--- config.mk ---
export PLATFORM = sky130hd
export DESIGN_NAME = imem_fetch_ctrl
export DESIGN_NICKNAME = d
export VERILOG_FILES = /design/src/rtl/imem_fetch_ctrl.sv
export SDC_FILE = /design/constraint.sdc
export NUM_CORES = 1
export LEC_CHECK = 0
export CAP_MARGIN = 0
export CORE_ASPECT_RATIO = 0.7
export CORE_MARGIN = 2
export CORE_UTILIZATION = 43
export DETAILED_ROUTE_END_ITERATION = 10
export PLACE_DENSITY = 0.81
export SYNTH_ARGS = -nofsm -noshare
export SYNTH_HDL_FRONTEND = slang
export SYNTH_SLANG_ARGS = --single-unit
--- constraint.sdc ---
create_clock -name clk -period 3.2 [get_ports clk]
set_clock_uncertainty 0.15 [all_clocks]
set_input_delay 0.8 -clock clk [delete_from_list [all_inputs] [get_ports clk]]
set_output_delay 0.8 -clock clk [all_outputs]
set_load 0.01 [all_outputs]
--- src/rtl/imem_fetch_ctrl.sv ---
// Instruction fetch controller: drives a synchronous instruction memory,
// tracks the pc of the presented instruction, handles stall, branch and halt.
module imem_fetch_ctrl #(
  parameter logic [12:0] RESET_VECTOR = 13'h0000,
  parameter logic [31:0] HALT_WORD    = 32'hFFFFFFFF
) (
  input  logic        clk,
  input  logic        rst,
  input  logic        stall,
  input  logic        branch_taken,
  input  logic [12:0] branch_target,
  input  logic        resume,
  output logic [12:0] imem_addr,
  input  logic [31:0] imem_data,
  output logic [31:0] inst,
  output logic [12:0] inst_pc,
  output logic        inst_valid,
  output logic        halted,
  output logic [31:0] fetch_count
);

  typedef enum logic [1:0] {BOOT, RUN, HALT} state_t;

  state_t      state, state_nxt;
  logic [12:0] pc, pc_nxt, pc_inc;
  logic        accept;

  // Sequential word address; wraps from the top of the 13-bit space to zero.
  function automatic logic [12:0] wrap_inc(input logic [12:0] a);
    return a + 13'd1;
  endfunction

  assign pc_inc  = wrap_inc(pc);
  assign inst    = imem_data;
  assign inst_pc = pc;

  always_comb begin
    state_nxt  = state;
    pc_nxt     = pc;
    imem_addr  = pc;
    inst_valid = 1'b0;
    halted     = 1'b0;
    accept     = 1'b0;
    case (state)
      BOOT: begin
        imem_addr = RESET_VECTOR;
        pc_nxt    = RESET_VECTOR;
        state_nxt = RUN;
      end
      RUN: begin
        inst_valid = 1'b1;
        accept     = ~stall;
        imem_addr  = branch_taken ? branch_target : (stall ? pc : pc_inc);
        // An accepted halt word freezes pc so resume continues at pc+1.
        if (accept && !branch_taken && imem_data == HALT_WORD)
          state_nxt = HALT;
        else
          pc_nxt = imem_addr;
      end
      HALT: begin
        halted = 1'b1;
        if (branch_taken) begin
          imem_addr = branch_target;
          pc_nxt    = branch_target;
          state_nxt = RUN;
        end else if (resume) begin
          imem_addr = pc_inc;
          pc_nxt    = pc_inc;
          state_nxt = RUN;
        end
      end
      default: begin
        imem_addr = RESET_VECTOR;
        state_nxt = BOOT;
      end
    endcase
    if (rst) begin
      state_nxt  = BOOT;
      pc_nxt     = RESET_VECTOR;
      imem_addr  = RESET_VECTOR;
      inst_valid = 1'b0;
      halted     = 1'b0;
      accept     = 1'b0;
    end
  end

  always_ff @(posedge clk) begin
    state <= state_nxt;
    pc    <= pc_nxt;
    if (rst)
      fetch_count <= 32'd0;
    else if (accept)
      fetch_count <= fetch_count + 32'd1;
  end

endmodule

-- Word-level counts from Yosys, hierarchy flattened
Cells that the tools add are included.
- eq/ne operators: 6
- reductions and logical operators: 7
- bitwise logic cells: 1
- muxes and demuxes: 18
- $add $sub $neg: 2
- operators by type and width (cell ; number):
    $mux 13 ; 6
    $pmux 13 s3 ; 1
    $add 32x1->32 const B ; 1
    $eq 32x32->1 const B ; 1
    $pmux 13 s2 ; 1
    $add 13x1->13 const B ; 1
    $mux 1 ; 6
    $mux 2 ; 3
    $pmux 2 s3 ; 1
    $ne 2x2->1 const B ; 2
    $reduce_and 2->1 ; 2
    $ne 3x3->1 const B ; 1
    $reduce_bool 3->1 ; 1
    $eq 2x1->1 const B ; 1
    $eq 2x2->1 const B ; 1
    $logic_and 1x1->1 ; 2
    $logic_not 2->1 ; 1
    $logic_not 1->1 ; 1
    $not 1->1 ; 1
- word-level logic and storage cells: 37
- flip-flop bits (word level): 47
- output and inout port bits: 92

-- Longest topological paths before layout
- depth in word-level cells: 5
- gate-level depth with buffers: 9
- gate-level depth less buffers: 7

-- Least setup slack after synthesis
No wires, ideal clock.
- path kind: in2out
- start: input port stall
- end: output port imem_addr[6]
- path buffers: 1
- stages on the path: 5
- data required time: 2250 ps
- slack: 101 ps
- arrival: 2149 ps
- cells stage by stage: clkbuf_1 nor2b_1 a21oi_1 o41a_1 a221oi_1
- word-level cells in the longest chain between the ends: 4
- ends and longest elaborated chain (what ; RTL line ; RTL):
    from (decl) ; 9 ; input logic stall,
    $mux 13 (2 in a row) ; 53 ; imem_addr = branch_taken ? branch_target : (stall ? pc : pc_inc);
    $pmux 13 s2 ; 44 ; case (state)
    $mux 13 ; 77 ; if (rst) begin
    to (decl) ; 13 ; output logic [12:0] imem_addr,
No other way between the ends.

-- Worst setup path in the final report
- start: input port branch_taken
- end: output port imem_addr[11]
- word-level cells in the longest chain between the ends: 3
- elaborated cells between the ends (all ways): 4
- classes of those cells: mux: 4
- ends and longest elaborated chain (what ; RTL line ; RTL):
    from (decl) ; 10 ; input logic branch_taken,
    $mux 13, on equally long branches ; -- ;
    $pmux 13 s2 (*) ; 44 ;
    $mux 13 (*) ; 77 ;
Mark *: on every way between the ends. The rest lies on a longest branch, timed or not.

==> results by group <==
Floorplan
  – Die Wd: 109 um
  – I/O pin total: 142
  – Total die area: 8480 um2
  – Starting density of the core: 0.449
  – FP Rows: 26
  – Die Span Y: 77.6 um
  – Core area: 7420 um2

Run
  – Max-cap violations: 0

Global routing
  – Vias in the first global route: 4108
  – Pin count of the biggest net entering global routing: 27
  – Grt total ovfl: 0
  – First-pass GRT wire length: 19300 um
  – Total track usage: 0.285
  – Initial antenna violation count: 0

Placement
  – Placed Cells: 683
  – Number of port buffers: 141
  – HPWL Detailed: 9070 um
  – Routability cong.: 0.972
  – Placed instance area: 5050 um2

Pwr
  – Leak: 0.00196 uW
  – Power density over the cells: 259 nW/um2
  – Peak supply drop: 0.214 mV

Clock tree
  – Number of CTS-inserted buffers: 5
  – CTS Sinks: 47
  – Latest clock arrival within the worst-skew pair: 300 ps
  – Longest Clk Path Bufs: 2
  – CTS tree: built
  – Clock Tree Root: clkbuf_8
  – Hold buffers post-CTS: 0
  – Clock slew at reported path FFs: 90 ps
  – H-tree depth: 2

Critical path
  – Crit end category: output pin
  – Slowest cell delay on critical path: 290 ps
  – Worst setup path startpoint: branch_taken
  – Worst path slowest cell: or2_2
  – Most frequent CP cell: buf_2
  – Arrival time worst endpoint: 2210 ps
  – Startpoint types: primary input
  – Crit path buf inv count: 3
  – Critical path cell sequence: dlygate4sd2_1, buf_2, or2_2, o21ai_0, a311oi_2, nor2_2, nor3_2, buf_2
  – Type of the worst setup path: primary input to output pin
  – CP required: 2250 ps
  – Kind of cell adding the most delay to the critical path: buffers and inverters
  – R2R Path Start: state[1]
  – Critical Path Fanout Max: 5

Synth
  – Mapped Nets: 483
  – Fraction of registers with async set/reset: 0
  – Synth unique cells: 62
  – Most used DFF post-synth: dfxtp_1
  – Yosys reg bits: 47
  – Mapped Area: 3330 um2
  – Post-synthesis instance total: 428
  – Seq/Total Area, Yosys: 0.282
  – EDFF count, synth: 0
  – Synth warnings: 0
  – Syn_area_per_cell: 7.78 um2

Worst hold path
  – Hold wc startpoint: fetch_count[13]
  – HP Class: register to register

Timing
  – Endpoints failing hold: 0
  – Final Cycle Share: 0.988
  – # setup viols final: 0
  – Fmax: 316 MHz
  – RSZ-0062 raised after global routing: true
  – Worst Max-Slew Pin Slew: 466 ps
  – Slew HR: 0.687
  – Max-slew violation count: 0
  – Tmin final: 3160 ps

Cells and area
  – Layout Cells excl Fill: 702
  – Seq. cell area: 945 um2
  – Layout area overhead: 62.8%
  – Antenna diodes: 0
  – Nets: 658
  – # fillers: 576
  – Finished Cell Area: 5420 um2
  – Layout cells sized above 1: 0.262
  – Multi-input gate area in the final layout: 2200 um2

Route
  – Drt via density: 5.78
  – Routed via count: 4060
  – Drt first pass iters: 5
  – Antenna Violating Nets Remaining: 0
  – Drt wl/cell: 17.4 um
  – Detailed Route WL: 12200 um
  – DRC: 0
  – 1st-iter DRT viols: 318

Run status
  – Run status: finished clean
per-layer routing:
layer | wire (um) | global-route usage
met5 | 0 | 0
met4 | 270 | 0.0810
met3 | 1060 | 0.0655
met2 | 5710 | 0.484
met1 | 5150 | 0.358
logic make-up after synthesis:
| family | synth area share |
|---|---|
| adders and majority gates | 0.0188 |
| and+or+nand+nor | 0.320 |
| DFF | 0.282 |
| muxes | 0.0289 |
| buffers and inverters | 0.121 |
| xor gates and xnor gates | 0.0447 |
| AOI/OAI and AO/OA | 0.184 |
layout make-up:
class                   instances  share of cell area
clock buffers                   6              0.0152
flip-flops and latches         47               0.174
inverters                      11             0.00761
clock inverters                 2             0.00300
well taps                      98              0.0226
repair buffers                225               0.372
multi-input cells             313               0.405
cell usage after synthesis (3+ instances only):
cell type	number	share of area
o21ai_0	27	0.041
o21a_1	5	0.011
a211oi_1	3	0.0068
or3_1	14	0.026
buf_4	34	0.077
nand3_1	19	0.029
mux2i_1	4	0.012
nand2b_1	3	0.0056
or2_2	3	0.0056
clkbuf_1	17	0.019
dfxtp_1	47	0.28
nor3_1	11	0.017
nor2_1	30	0.034
inv_1	11	0.012
xnor2_1	9	0.024
xor2_1	8	0.021
mux2_2	3	0.010
nor4b_1	4	0.011
a31oi_1	3	0.0056
and4_1	5	0.013
a21oi_1	29	0.044
a311oi_1	3	0.0079
a22oi_1	3	0.0068
nor4_1	8	0.015
o31ai_1	5	0.011
nand2_1	22	0.025
nand4_1	18	0.034
o41ai_1	5	0.013
nor2b_1	27	0.051
ha_1	5	0.019
cell usage in the layout (no fill, tap or decap), types with 7 or more instances in the layout:
cell type / netlist / routed
nor2b_1: 27 / 24
nor3_1: 11 / 7
xnor2_1: 9 / 9
or3_1: 14 / 14
o21ai_0: 27 / 24
a21oi_1: 29 / 25
buf_4: 34 / 78
nand2_1: 22 / 20
nor2_1: 30 / 28
dfxtp_1: 47 / 44
nand4_1: 18 / 18
xor2_1: 8 / 8
clkdlybuf4s50_1: 0 / 125
inv_1: 11 / 11
nand3_1: 19 / 19
registers in the layout (all words and copies together) (netlist names):
signal	flops
inst_pc	13
state	2
fetch_count	32
what timing repair did:
action | in CTS | in global routing
pin swaps | 12 | 5
setup buffers | 9 | 1
resized for setup | 65 | 32
gates cloned | 1 | 0
setup endpoints to repair | 25 | 14
where the power goes:
| part | total (uW) | switching [uW] | internal (uW) |
|---|---|---|---|
| combinational | 410 | 189 | 221 |
| sequential | 604 | 11.8 | 592 |
| clock | 388 | 211 | 177 |
| total | 1400 | 412 | 991 |
worst paths after layout:
path | to | cells past startpoint | slack, ps
max | imem_addr[11] | 8 | 40
min | fetch_count[13] | 2 | 360
max reg2reg | fetch_count[26] | 9 | 630
min reg2reg | fetch_count[13] | 2 | 360
metrics by stage:
step                      power, uW  hold WS [ps]  setup TNS, ps  setup slack (ps)  utilization
after CTS                      1380           367              0              9.37        0.716
after global placement          973           318         -12000              -586        0.681
after detailed placement        975           353         -12350              -607        0.681
after floorplan                 780           358              0               101            -
final                          1400           364              0              39.2        0.731
after global routing           1470           400           -106             -57.0        0.731
worst reg2reg max path, stage by stage, from the launching register on:
cell and delay (ps):
dfxtp_2 340, inv_1 110, ha_4 180, buf_6 160, and4bb_1 230, and2_1 150
or4b_1 600, buf_4 210, o21ai_0 200, o31ai_1 120
Power figures use the tool's default switching activity.
